### config.mk
export PLATFORM = sky130hd
export DESIGN_NAME = dummy_xif_commit_tracker
export DESIGN_NICKNAME = d
export VERILOG_FILES = /design/src/rtl/dummy_pkg.sv /design/src/rtl/dummy_xif_result_slice.sv /design/src/rtl/dummy_xif_commit_tracker.sv
export SDC_FILE = /design/constraint.sdc
export NUM_CORES = 1
export LEC_CHECK = 0
export ABC_AREA = 1
export BUFFER_PORTS_ARGS = -buffer_cell sky130_fd_sc_hd__buf_2
export CAP_MARGIN = 20
export CORE_ASPECT_RATIO = 1.4
export CORE_UTILIZATION = 35
export CTS_BUF_LIST = sky130_fd_sc_hd__clkbuf_4 sky130_fd_sc_hd__clkbuf_8 sky130_fd_sc_hd__clkbuf_16
export DETAILED_ROUTE_END_ITERATION = 7
export PLACE_DENSITY_LB_ADDON = 0.3
export SETUP_SLACK_MARGIN = 0.05
export SLEW_MARGIN = 0
export SYNTH_ARGS = -nofsm -noshare
export SYNTH_HDL_FRONTEND = slang
export SYNTH_HIERARCHICAL = 1
export SYNTH_SLANG_ARGS = --single-unit
### constraint.sdc
create_clock -name clk_i -period 2.9 [get_ports clk_i]
set_clock_uncertainty 0.05 [all_clocks]
set_input_delay 0.435 -clock clk_i [delete_from_list [all_inputs] [get_ports clk_i]]
set_output_delay 0.435 -clock clk_i [all_outputs]
set_load 0.01 [all_outputs]
### src/rtl/dummy_pkg.sv
// Shared types for the dummy coprocessor XIF commit tracker.
// trk_result_t is the payload view at the default widths (1-bit ID, 32-bit data).
package dummy_pkg;

    typedef enum logic [1:0] {
        TRK_IDLE      = 2'd0,
        TRK_ISSUED    = 2'd1,
        TRK_COMMITTED = 2'd2,
        TRK_KILLED    = 2'd3
    } trk_state_e;

    localparam int TRK_ID_WIDTH   = 1;
    localparam int TRK_RD_WIDTH   = 5;
    localparam int TRK_DATA_WIDTH = 32;

    typedef struct packed {
        logic [TRK_ID_WIDTH-1:0]   id;
        logic [TRK_RD_WIDTH-1:0]   rd;
        logic [TRK_DATA_WIDTH-1:0] data;
    } trk_result_t;

endpackage

### src/rtl/dummy_xif_result_slice.sv
// Full-throughput valid/ready register stage, parameterised on the payload type.
// A new beat is accepted whenever the stage is empty or is being drained this cycle.
module dummy_xif_result_slice #(
    parameter type T = logic
) (
    input  logic clk_i,
    input  logic rst_ni,
    input  logic valid_i,
    output logic ready_o,
    input  T     data_i,
    output logic valid_o,
    input  logic ready_i,
    output T     data_o
);

    logic valid_q;
    T     data_q;

    assign ready_o = ~valid_q | ready_i;
    assign valid_o = valid_q;
    assign data_o  = data_q;

    always_ff @(posedge clk_i or negedge rst_ni) begin
        if (!rst_ni) begin
            valid_q <= 1'b0;
            data_q  <= '0;
        end else if (ready_o) begin
            valid_q <= valid_i;
            if (valid_i) data_q <= data_i;
        end
    end

endmodule

### src/rtl/dummy_xif_commit_tracker.sv
// Per-ID commit/kill tracker between XIF commit and the coprocessor result path.
// Optional output register: DUMMY_XIF_TRACKER_OUTREG_EN.
module dummy_xif_commit_tracker
    import dummy_pkg::*;
#(
    parameter int DATA_WIDTH   = 32,
    parameter int XIF_ID_WIDTH = 1
) (
    input  logic                    clk_i,
    input  logic                    rst_ni,
    input  logic                    issue_valid_i,
    input  logic                    issue_ready_i,
    input  logic                    issue_accept_i,
    input  logic [XIF_ID_WIDTH-1:0] issue_id_i,
    output logic                    issue_stall_o,
    input  logic                    commit_valid_i,
    input  logic [XIF_ID_WIDTH-1:0] commit_id_i,
    input  logic                    commit_kill_i,
    input  logic                    cp_valid_i,
    output logic                    cp_ready_o,
    input  logic [XIF_ID_WIDTH-1:0] cp_id_i,
    input  logic [4:0]              cp_rd_i,
    input  logic [DATA_WIDTH-1:0]   cp_data_i,
    output logic                    result_valid_o,
    input  logic                    result_ready_i,
    output logic [XIF_ID_WIDTH-1:0] result_id_o,
    output logic [4:0]              result_rd_o,
    output logic [DATA_WIDTH-1:0]   result_data_o,
    output logic [XIF_ID_WIDTH:0]   inflight_cnt_o
);

    localparam int NUM_ID = 2**XIF_ID_WIDTH;

    // Handshakes: a beat transfers on a cycle where valid and ready are both high;
    // valid never waits on ready, and ready may look at valid and the beat's ID.
    trk_state_e                state_q [NUM_ID];
    trk_state_e                cp_state;
    logic [XIF_ID_WIDTH:0]     cnt_q;
    logic                      issue_hs;
    logic                      commit_hit;
    logic                      fwd_valid;
    logic                      sink_ready;
    logic                      release_en;

    assign cp_state      = state_q[cp_id_i];
    assign issue_stall_o = issue_valid_i & (state_q[issue_id_i] != TRK_IDLE);
    assign issue_hs      = issue_valid_i & issue_ready_i & issue_accept_i & ~issue_stall_o;
    assign commit_hit    = commit_valid_i & (state_q[commit_id_i] == TRK_ISSUED);
    assign fwd_valid     = cp_valid_i & (cp_state == TRK_COMMITTED);

    // Killed and idle (stray) results are swallowed; issued ones wait for their commit.
    always_comb begin
        cp_ready_o = 1'b0;
        if (cp_valid_i) begin
            unique case (cp_state)
                TRK_COMMITTED: cp_ready_o = sink_ready;
                TRK_ISSUED:    cp_ready_o = 1'b0;
                default:       cp_ready_o = 1'b1;
            endcase
        end
    end

    assign release_en = cp_valid_i & cp_ready_o &
                        ((cp_state == TRK_COMMITTED) | (cp_state == TRK_KILLED));

    // Issue, commit and release can only ever target entries in distinct states,
    // so the three writes below never collide on the same ID.
    always_ff @(posedge clk_i or negedge rst_ni) begin
        if (!rst_ni) begin
            for (int i = 0; i < NUM_ID; i++) state_q[i] <= TRK_IDLE;
            cnt_q <= '0;
        end else begin
            if (issue_hs)   state_q[issue_id_i]  <= TRK_ISSUED;
            if (commit_hit) state_q[commit_id_i] <= commit_kill_i ? TRK_KILLED : TRK_COMMITTED;
            if (release_en) state_q[cp_id_i]     <= TRK_IDLE;
            if (issue_hs & ~release_en)      cnt_q <= cnt_q + 1'b1;
            else if (~issue_hs & release_en) cnt_q <= cnt_q - 1'b1;
        end
    end

    assign inflight_cnt_o = cnt_q;

`ifdef DUMMY_XIF_TRACKER_OUTREG_EN
    typedef struct packed {
        logic [XIF_ID_WIDTH-1:0] id;
        logic [4:0]              rd;
        logic [DATA_WIDTH-1:0]   data;
    } result_t;

    result_t fwd_payload;
    result_t out_payload;

    assign fwd_payload = '{id: cp_id_i, rd: cp_rd_i, data: cp_data_i};

    dummy_xif_result_slice #(
        .T (result_t)
    ) u_result_slice (
        .clk_i   (clk_i),
        .rst_ni  (rst_ni),
        .valid_i (fwd_valid),
        .ready_o (sink_ready),
        .data_i  (fwd_payload),
        .valid_o (result_valid_o),
        .ready_i (result_ready_i),
        .data_o  (out_payload)
    );

    assign result_id_o   = out_payload.id;
    assign result_rd_o   = out_payload.rd;
    assign result_data_o = out_payload.data;
`else
    assign sink_ready     = result_ready_i;
    assign result_valid_o = fwd_valid;
    assign result_id_o    = cp_id_i;
    assign result_rd_o    = cp_rd_i;
    assign result_data_o  = cp_data_i;
`endif

endmodule

== Word level (Yosys, flattened, before mapping) ==
Index checks and enable logic that the tools add are counted.
Widths: inputs -> output; s select.
Operators by class
  add/subtract/negate cells: 2
  multipliers: 0
  divide/modulo/power cells: 0
  order comparisons: 6
  equality and inequality tests: 4
  shift operators: 0
  multiplexer cells: 24
  bitwise operators: 22
  reduce and logical (&&, ||, !) cells: 5
Operators with widths (number)
  $mux 2: 14
  $mux 4: 3
  $and 1x1->1: 10
  $demux 2 s1: 3
  $ge 2x2->1 const B: 3
  $lt 2x1->1 const B: 3
  $not 1->2: 3
  $and 4x4->4: 1
  $bwmux 4: 1
  $eq 2x1->1 const B: 2
  $eq 2x2->1 const B: 2
  $not 4->4: 1
  $reduce_bool 2->1: 2
  $logic_and 1x1->1: 3
  $not 1->1: 3
  $add 2x1->2 const B: 1
  $and 2x2->2: 1
  $mux 1: 2
  $not 2->2: 1
  $or 2x2->2: 1
  $pmux 1 s2: 1
  $sub 2x1->2 const B: 1
  $or 1x1->1: 1
Word-level totals
  register bits: 6
  latch bits: 0
  memory bits (writable): 0
  memory bits (read-only): 0
  input port bits: 49
  output and inout bits: 43
  memories: 0

== Longest topological paths before layout ==
Gate-level depths: netlist (run 1).
  depth in word-level cells: 13
  mapped depth: 11

== Worst setup path before layout (run 1) ==
OpenSTA, ideal clock, no wires.
  path type: input to register
  start: input port cp_id_i
  end: register cnt_q[1] (netlist: inflight_cnt_o[1])
  library setup time: 0.124 ns
  arrival time: 1.473 ns
  setup slack: 1.252 ns
  stages on the path: 11
  cell sequence: inv_2 nand2_2 nand2_2 nand3_2 nand3_1 inv_2 nand2_1 ha_1 a21oi_1 o21ai_0 xnor2_1
Between the ends
  cells in the longest elaborated chain, start to end: 12
RTL lines
  start: declaration: RTL line dummy_xif_commit_tracker.sv:21  | input logic [XIF_ID_WIDTH-1:0] cp_id_i,
  $not 1->2 (not written as such) *: RTL line dummy_xif_commit_tracker.sv:45  | assign cp_state = state_q[cp_id_i];
  $mux 2 (not written as such) * (3 in series): RTL line dummy_xif_commit_tracker.sv:45
  $eq 2x1->1 / $eq 2x2->1 (equally long branches): RTL line dummy_xif_commit_tracker.sv:55  | unique case (cp_state)
  $pmux 1 s2 *: RTL line dummy_xif_commit_tracker.sv:55
  $mux 1 *: RTL line dummy_xif_commit_tracker.sv:54  | if (cp_valid_i) begin
  named net cp_ready_o: RTL line dummy_xif_commit_tracker.sv:20  | output logic cp_ready_o,
  $and 1x1->1 * (2 in series): RTL line dummy_xif_commit_tracker.sv:63  | assign release_en = cp_valid_i & cp_ready_o &
  $not 1->1: RTL line dummy_xif_commit_tracker.sv:76  | if (issue_hs & ~release_en) cnt_q <= cnt_q + 1'b1;
  $and 1x1->1: RTL line dummy_xif_commit_tracker.sv:76
  $mux 2 / $reduce_bool 2->1 (equally long branches)
  end signal: assignment: RTL line dummy_xif_commit_tracker.sv:76
  end signal: assignment: RTL line dummy_xif_commit_tracker.sv:77  | else if (~issue_hs & release_en) cnt_q <= cnt_q - 1'b1;
  end: declaration: RTL line dummy_xif_commit_tracker.sv:38  | logic [XIF_ID_WIDTH:0] cnt_q;
The timed path passes the listed nets; every way through them passes the cells marked *. The select of a mux whose other input is x is not followed.
A chain may end at the register's enable or synchronous reset.

== Final worst setup path (run 1) ==
  start: register state_q[0] (netlist bit)
  end: register cnt_q[1] (netlist: inflight_cnt_o[1])
Between the ends
  cells in the longest elaborated chain, start to end: 11
RTL lines
  start: declaration: RTL line dummy_xif_commit_tracker.sv:36  | trk_state_e state_q [NUM_ID];
  start signal: indexed assignment: RTL line dummy_xif_commit_tracker.sv:74  | if (commit_hit) state_q[commit_id_i] <= commit_kill_i ? TRK_KILLED : TRK_COMMITTED;
  $mux 2 (not written as such) (3 in series): RTL line dummy_xif_commit_tracker.sv:45
  $eq 2x1->1 / $eq 2x2->1 (equally long branches): RTL line dummy_xif_commit_tracker.sv:55, dummy_xif_commit_tracker.sv:64
  $pmux 1 s2: RTL line dummy_xif_commit_tracker.sv:55
  $mux 1: RTL line dummy_xif_commit_tracker.sv:54
  $and 1x1->1 (2 in series): RTL line dummy_xif_commit_tracker.sv:63
  $not 1->1: RTL line dummy_xif_commit_tracker.sv:76
  $and 1x1->1: RTL line dummy_xif_commit_tracker.sv:76
  $mux 2 / $reduce_bool 2->1 (equally long branches)
Several ways; a longest one is shown, not always the timed one. The select of a mux whose other input is x is not followed.

==> key figures, run 1 <==
Critical path
  – Bufs and invs on worst path: 2
  – Cell family with most CP delay: flip-flops
  – Worst-path cell chain: inv_1, nand2_1, nand2_2, nand3_2, nand3_1, inv_2, nand2_1, ha_1, a21oi_1, o21ai_0, xnor2_1
  – Type of element launching the critical path: register
  – Largest stage delay, worst path: 0.39 ns
  – Worst Setup SP: state_q[0]$_DFF_PN0_
  – WP data required: 2.98 ns
  – Critical path's slowest cell: dfrtp_1
  – Crit path depth: 11
  – Crit Path Category: register to register
  – FF-to-FF path depth: 11
  – Crit-path max FO: 4
  – Crit end category: register
  – Most common cell type on the critical path: nand2_1
  – Critical R2R Launch: state_q[0]$_DFF_PN0_
  – Critical Path AT: 1.82 ns

CTS
  – Clk_lat worst skew: 0.25 ns
  – Post-cts sizing count: 0
  – Buffer depth of the longest clock path: 2
  – CTS tree: done
  – Post-CTS Setup Inserts: 0
  – CTS root buf: clkbuf_4
  – Clock transition at path regs: 0.05 ns
  – CTS sink cnt: 6
  – H-tree levels: 1
  – Total CTS buffers: 3

STA
  – RSZ-0062 raised after global routing: false
  – Final period util: 0.600
  – Worst-Margin Slew: 0.234 ns
  – Setup TNS: 0 ns
  – Highest achievable clock rate: 575 MHz
  – Rel. slew slack: 0.843
  – Tmin final: 1.74 ns
  – Fin. max-slew vios: 0
  – Final setup viols: 0
  – Final Hold Fails: 0

Status
  – Status: complete, no violations

Flow run
  – Max_cap viols: 0

Placed design
  – Post-DP HPWL: 1110 um
  – Placer Congestion: 0.762
  – Port bufs: 17

Yosys
  – Synthesized instance count: 113
  – Post-synthesis sequential area ratio: 0.195
  – Post-synth cell types: 17
  – Synthesized cell area: 771 um^2
  – Flop and latch count out of synthesis: 6
  – Syn_area_per_cell: 6.82 um^2
  – Ys Warns: 6
  – Mapped Nets: 163

Floorplan
  – # rows: 19
  – I/O pins: 92
  – Die area: 2400 um^2
  – Initial Utilization: 0.381
  – Die Wd: 41.7 um
  – Die height: 57.5 um
  – Core footprint: 2020 um^2

Drt
  – First drt pass iteration count: 2
  – Residual DRC: 0
  – Detailed-route via count: 546
  – Drt wl/cell: 11.2 um
  – DR vias/cell: 4.67
  – Post-route ant nets: 0
  – Final WL: 1310 um
  – Drt initial violations: 5

Final layout
  – Antenna Cells: 0
  – Area grow syn2layout: -18.3%
  – Layout cell share with drive strength beyond 1: 0.323
  – Most common cell after layout, fill and taps aside: nand2_1
  – Final core utilization: 0.311
  – Net total in the final layout: 148
  – Most frequent cells in the layout: nand2_1 (22), buf_2 (17), inv_1 (15), nand3_1 (9), dfrtp_1 (6)

Min path
  – Hold_sp: inflight_cnt_o[1]$_DFFE_PN0P_
  – HP Class: register to register
  – Worst hold path stage count: 1

Global route
  – First-pass GRT wire length: 2190 um
  – Grt ovf: 0
  – Total GRT Usage: 0.114
  – Initial antenna violation count: 0
  – Pin count of the biggest net entering global routing: 7
  – Vias in the first global route: 559

Power
  – Static Leak: 0.000399 uW
  – Pwr Density: 787 nW/um^2
  – Peak VDD IR: 0.000300 V
==> final timing paths <==
kind	endpoint	slack [ns]
max	inflight_cnt_o[1]$_DFFE_PN0P_	1.16
min	inflight_cnt_o[1]$_DFFE_PN0P_	0.42
max reg2reg	inflight_cnt_o[1]$_DFFE_PN0P_	1.16
min reg2reg	inflight_cnt_o[1]$_DFFE_PN0P_	0.42
max in group asynchronous	state_q[0]$_DFF_PN0_	2.15
min in group asynchronous	inflight_cnt_o[1]$_DFFE_PN0P_	0.50
==> cell usage after synthesis, drive strengths merged <==
cell    number  area, um^2
dfrtp        6         150
nand2       27         114
buf         38         285
inv         17        63.8
nand4        2        12.5
nand3       11        65.1
nor2         4        15.0
xnor2        2        17.5
and3         2        13.8
a21oi        1        5.00
o21ai        1        5.00
a21boi       1        11.3
ha           1        12.5
==> logic make-up after synthesis <==
logic type               Yosys count  synth area share
flip-flops                         6             0.195
adder cells (fa/ha/maj)            1            0.0162
buffers and inverters             55             0.453
XOR/XNOR                           2            0.0227
AO/OA/AOI/OAI                      3            0.0276
AND/OR/NAND/NOR                   46             0.286
==> cell type report <==
cell class / instances / area (um^2)
Timing Repair Buffer: 18 / 95.1
Inverter: 17 / 63.8
Clock buffer: 3 / 22.5
Sequential cell: 6 / 150
Fill cell: 227 / 1390
Tap cell: 21 / 26.3
Multi-Input combinational cell: 52 / 272
==> registers in the layout, indices dropped and copies added (netlist names) <==
register and count:
inflight_cnt_o 2, state_q 4
==> where the power goes <==
group | total (uW) | switching [uW] | internal [uW]
Clock | 77.8 | 30.9 | 46.9
Combinational | 256 | 153 | 103
Sequential | 162 | 34.7 | 127
==> worst register-to-register path, cell delays in order, from the launching register on <==
cell and delay [ns]:
dfrtp_1 0.39, inv_1 0.08, nand2_1 0.08, nand2_2 0.07, nand3_2 0.07, nand3_1 0.08, inv_2 0.06, nand2_1 0.04
ha_1 0.29, a21oi_1 0.12, o21ai_0 0.13, xnor2_1 0.15
==> layer usage <==
layer,global-route usage,vias up,part of all wire,wire length (um)
li1,-,275,-,-
met1,0.109,227,0.36,473
met2,0.203,30,0.50,652
met3,0.0190,14,0.10,137
met4,0.106,0,0.036,47
met5,0,-,0,0
==> through the flow <==
stage               std cells  total power [uW]  setup WS (ns)  hold slack, ns  instance area (um^2)
floorplan                 113               399           1.25          0.0894                   771
global placement          113               420           1.06           0.219                   597
detailed placement        113               420          0.987           0.217                   597
CTS                       117               502           1.16           0.427                   629
global route              117               549          0.964           0.447                   629
finish                    117               496           1.16           0.424                   629
==> timing repair <==
| action | in CTS | in global routing |
|---|---|---|
| hold buffers | 1 | 0 |
| hold endpoints to repair | 6 | 0 |
| endpoints found under the setup margin | 0 | 0 |
(Power assumes the default switching activity.)
==> run 2, diff against run 1 <==
- CORE_UTILIZATION: 35 -> 30
- clock period: 2.9 -> 1.5 ns (I/O delays scaled with it)
==> run 2 against run 1 <==
Net effect: final cell count increased by 23%; non-clock buffer count grew 14; hold slack lost 0.17 ns; critical path depth fell by 3; count of clock-buffer cells in the layout unchanged; the flow now finishes with violations (setup timing); worst setup slack worse by 1.2 ns; die area grew 16%; critical path type is now register to output pin; critical endpoint is now cp_ready_o; clock power rose by 93%; sequential cell count unchanged; sequential share of layout area is 5.1 points lower.
==> key figures, run 2 (synthesis gave the netlist of run 1 again) <==
Status
  – Status: complete, but fails checks (was complete, no violations)
  – Failing checks: setup timing

Critical path
  – Critical R2R Launch: state_q[2]$_DFF_PN0_ (was state_q[0]$_DFF_PN0_)
  – Critical Path AT: 1.27 ns (was 1.82 ns)
  – Crit end category: output pin (was register)
  – FF-to-FF path depth: 11 (unchanged)
  – FF-to-FF setup slack: -0.04 ns (was 1.16 ns)
  – Crit-path max FO: 3 (was 4)
  – Crit Path Category: register to output pin (was register to register)
  – WP data required: 1.22 ns (was 2.98 ns)
  – Type of element launching the critical path: register (unchanged)
  – Reg2reg end: inflight_cnt_o[1]$_DFFE_PN0P_ (unchanged)

Final layout
  – Layout Cells excl Fill: 144 (was 117)
  – Most frequent cells in the layout: nand2_1 (20), buf_2 (15), buf_4 (13), inv_1 (12), nand3_1 (8) (was nand2_1 (22), buf_2 (17), inv_1 (15), nand3_1 (9), dfrtp_1 (6))
  – Area grow syn2layout: 3.90% (was -18.3%)
  – Antenna Cells: 0 (unchanged)
  – Net total in the final layout: 162 (was 148)
  – Largest Register: state_q (unchanged)
  – Design Area, Final: 801 um^2 (was 629 um^2)
  – Multi-input logic area: 305 um^2 (was 272 um^2)
  – Final core utilization: 0.331 (was 0.311)
  – Layout cell share with drive strength beyond 1: 0.491 (was 0.323)
  – Layout filler cell count: 283 (was 227)
  – Number of flip-flops in the largest register: 4 (unchanged)
  – Register area: 150 um^2 (unchanged)
  – Most common cell after layout, fill and taps aside: nand2_1 (unchanged)

Floorplan
  – Die height: 62.0 um (was 57.5 um)
  – Initial Utilization: 0.319 (was 0.381)
  – Core footprint: 2420 um^2 (was 2020 um^2)
  – I/O pins: 92 (unchanged)
  – # rows: 21 (was 19)
  – Die Wd: 44.8 um (was 41.7 um)
  – Die area: 2780 um^2 (was 2400 um^2)

Flow run
  – Max_cap viols: 0 (unchanged)

Placed design
  – Placed Cells: 137 (was 113)
  – Placed cell area: 719 um^2 (was 597 um^2)
  – Port bufs: 17 (unchanged)
  – Placer Congestion: 0.901 (was 0.762)
  – Post-DP HPWL: 1170 um (was 1110 um)
  – Placement Setup Slack: -0.0663 ns (was 0.987 ns)

Power
  – Gate power share: 0.624 (was 0.516)
  – Static Leak: 0.000476 uW (was 0.000399 uW)
  – Peak VDD IR: 0.000492 V (was 0.000300 V)
  – Internal power: 746 uW (was 277 uW)
  – Switch Pwr: 510 uW (was 219 uW)
  – Clock power share: 0.119 (was 0.157)
  – Switching Share: 0.406 (was 0.442)
  – Pwr Density: 1570 nW/um^2 (was 787 nW/um^2)
  – Sequential share of power: 0.257 (was 0.327)

Global route
  – Grt ovf: 0 (unchanged)
  – First-pass GRT wire length: 2240 um (was 2190 um)
  – Initial antenna violation count: 0 (unchanged)
  – Total GRT Usage: 0.113 (was 0.114)
  – Pin count of the biggest net entering global routing: 7 (unchanged)
  – Vias in the first global route: 560 (was 559)

Drt
  – First drt pass iteration count: 4 (was 2)
  – Drt wl/cell: 9.96 um (was 11.2 um)
  – Detailed-route via count: 594 (was 546)
  – Drt initial violations: 17 (was 5)
  – Final WL: 1430 um (was 1310 um)
  – Residual DRC: 0 (unchanged)
  – Post-route ant nets: 0 (unchanged)
  – DR vias/cell: 4.13 (was 4.67)

CTS
  – Buffer depth of the longest clock path: 2 (unchanged)
  – H-tree levels: 1 (unchanged)
  – Clock transition at path regs: 0.05 ns (about the same)
  – CTS root buf: clkbuf_4 (unchanged)
  – CTS sink cnt: 6 (unchanged)
  – Total CTS buffers: 3 (unchanged)
  – CTS tree: done (unchanged)
  – Clk_lat worst skew: 0.24 ns (was 0.25 ns)

STA
  – Worst-Margin Slew: 0.166 ns (was 0.234 ns)
  – Final Hold Fails: 0 (unchanged)
  – Final WS setup: -0.0409 ns (was 1.16 ns)
  – Tmin final: 1.54 ns
  – Final period util: 1.03
  – Final setup viols: 3 (was 0)
  – Highest achievable clock rate: 649 MHz
  – Fin. max-slew vios: 0 (unchanged)
  – Rel. slew slack: 0.888 (was 0.843)
  – RSZ-0062 raised after global routing: true (was false)

Min path
  – Hold_sp: commit_id_i (was inflight_cnt_o[1]$_DFFE_PN0P_)
  – Hold Path End: state_q[0]$_DFF_PN0_ (was inflight_cnt_o[1]$_DFFE_PN0P_)
  – Worst hold path stage count: 4 (was 1)
  – HP Class: input pin to register (was register to register)
==> run 2: changes by cell type in the layout (fill, tap and decap cells not counted), sizes merged <==
cell	change
buf	+14
==> run 2: area by class of cell <==
class / count / area share
multi-input combinational: 52 / 0.381
clock buffer: 3 / 0.0281
timing repair buffer: 32 / 0.270
inverter: 17 / 0.0797
tap: 34 / 0.0531
sequential: 6 / 0.188
==> run 2: per-layer routing <==
metal  vias to the layer above  routed length [um]  global-route usage
met5                         -                   0                   0
met4                         0                   8              0.0866
met3                         4                 139              0.0347
met2                        26                 747               0.200
met1                       264                 539               0.109
li1                        300                   -                   -
==> run 2: worst max path at each step <==
stage | startpoint | endpoint | cells after the start
after floorplan | state_q[0]$_DFF_PN0_ | inflight_cnt_o[1]$_DFFE_PN0P_ | 11
after global placement | state_q[2]$_DFF_PN0_ | inflight_cnt_o[1]$_DFFE_PN0P_ | 11
after detailed placement | state_q[2]$_DFF_PN0_ | inflight_cnt_o[1]$_DFFE_PN0P_ | 11
after CTS | state_q[2]$_DFF_PN0_ | cp_ready_o | 8
after global routing | state_q[2]$_DFF_PN0_ | inflight_cnt_o[1]$_DFFE_PN0P_ | 11
final | state_q[2]$_DFF_PN0_ | cp_ready_o | 8
==> run 2: critical path: stages (launching register included) <==
cell and delay (ns):
dfrtp_1 0.41, inv_2 0.09, nand2_2 0.05, nand2_2 0.07, nand3_2 0.08, nand3_2 0.07, inv_2 0.04, buf_6 0.10
buf_6 0.11
==> run 2: per-stage QoR <==
stage               total power (uW)  hold WS (ns)  setup TNS [ns]
floorplan                        805        -0.121               0
global placement                1000       0.00517         -0.0365
detailed placement              1010       0.00576         -0.0671
CTS                             1270         0.242          -0.106
global route                    1370         0.270          -0.469
finish                          1260         0.251         -0.0931
==> run 2: power groups by stage <==
stage	combinational [uW]	clock [uW]	sequential (uW)
after detailed placement	687	0	320
after global routing	874	163	336
final	784	150	322
after CTS	790	156	322
after floorplan	484	0	322
after global placement	684	0	318
==> run 2: timing repair <==
action / CTS / global route
hold endpoints to repair: 6 / 0
endpoints found under the setup margin: 5 / 5
pin swaps: 3 / 1
buffers inserted: 3 / 0
hold buffers: 1 / 0
resized for setup: 6 / 0
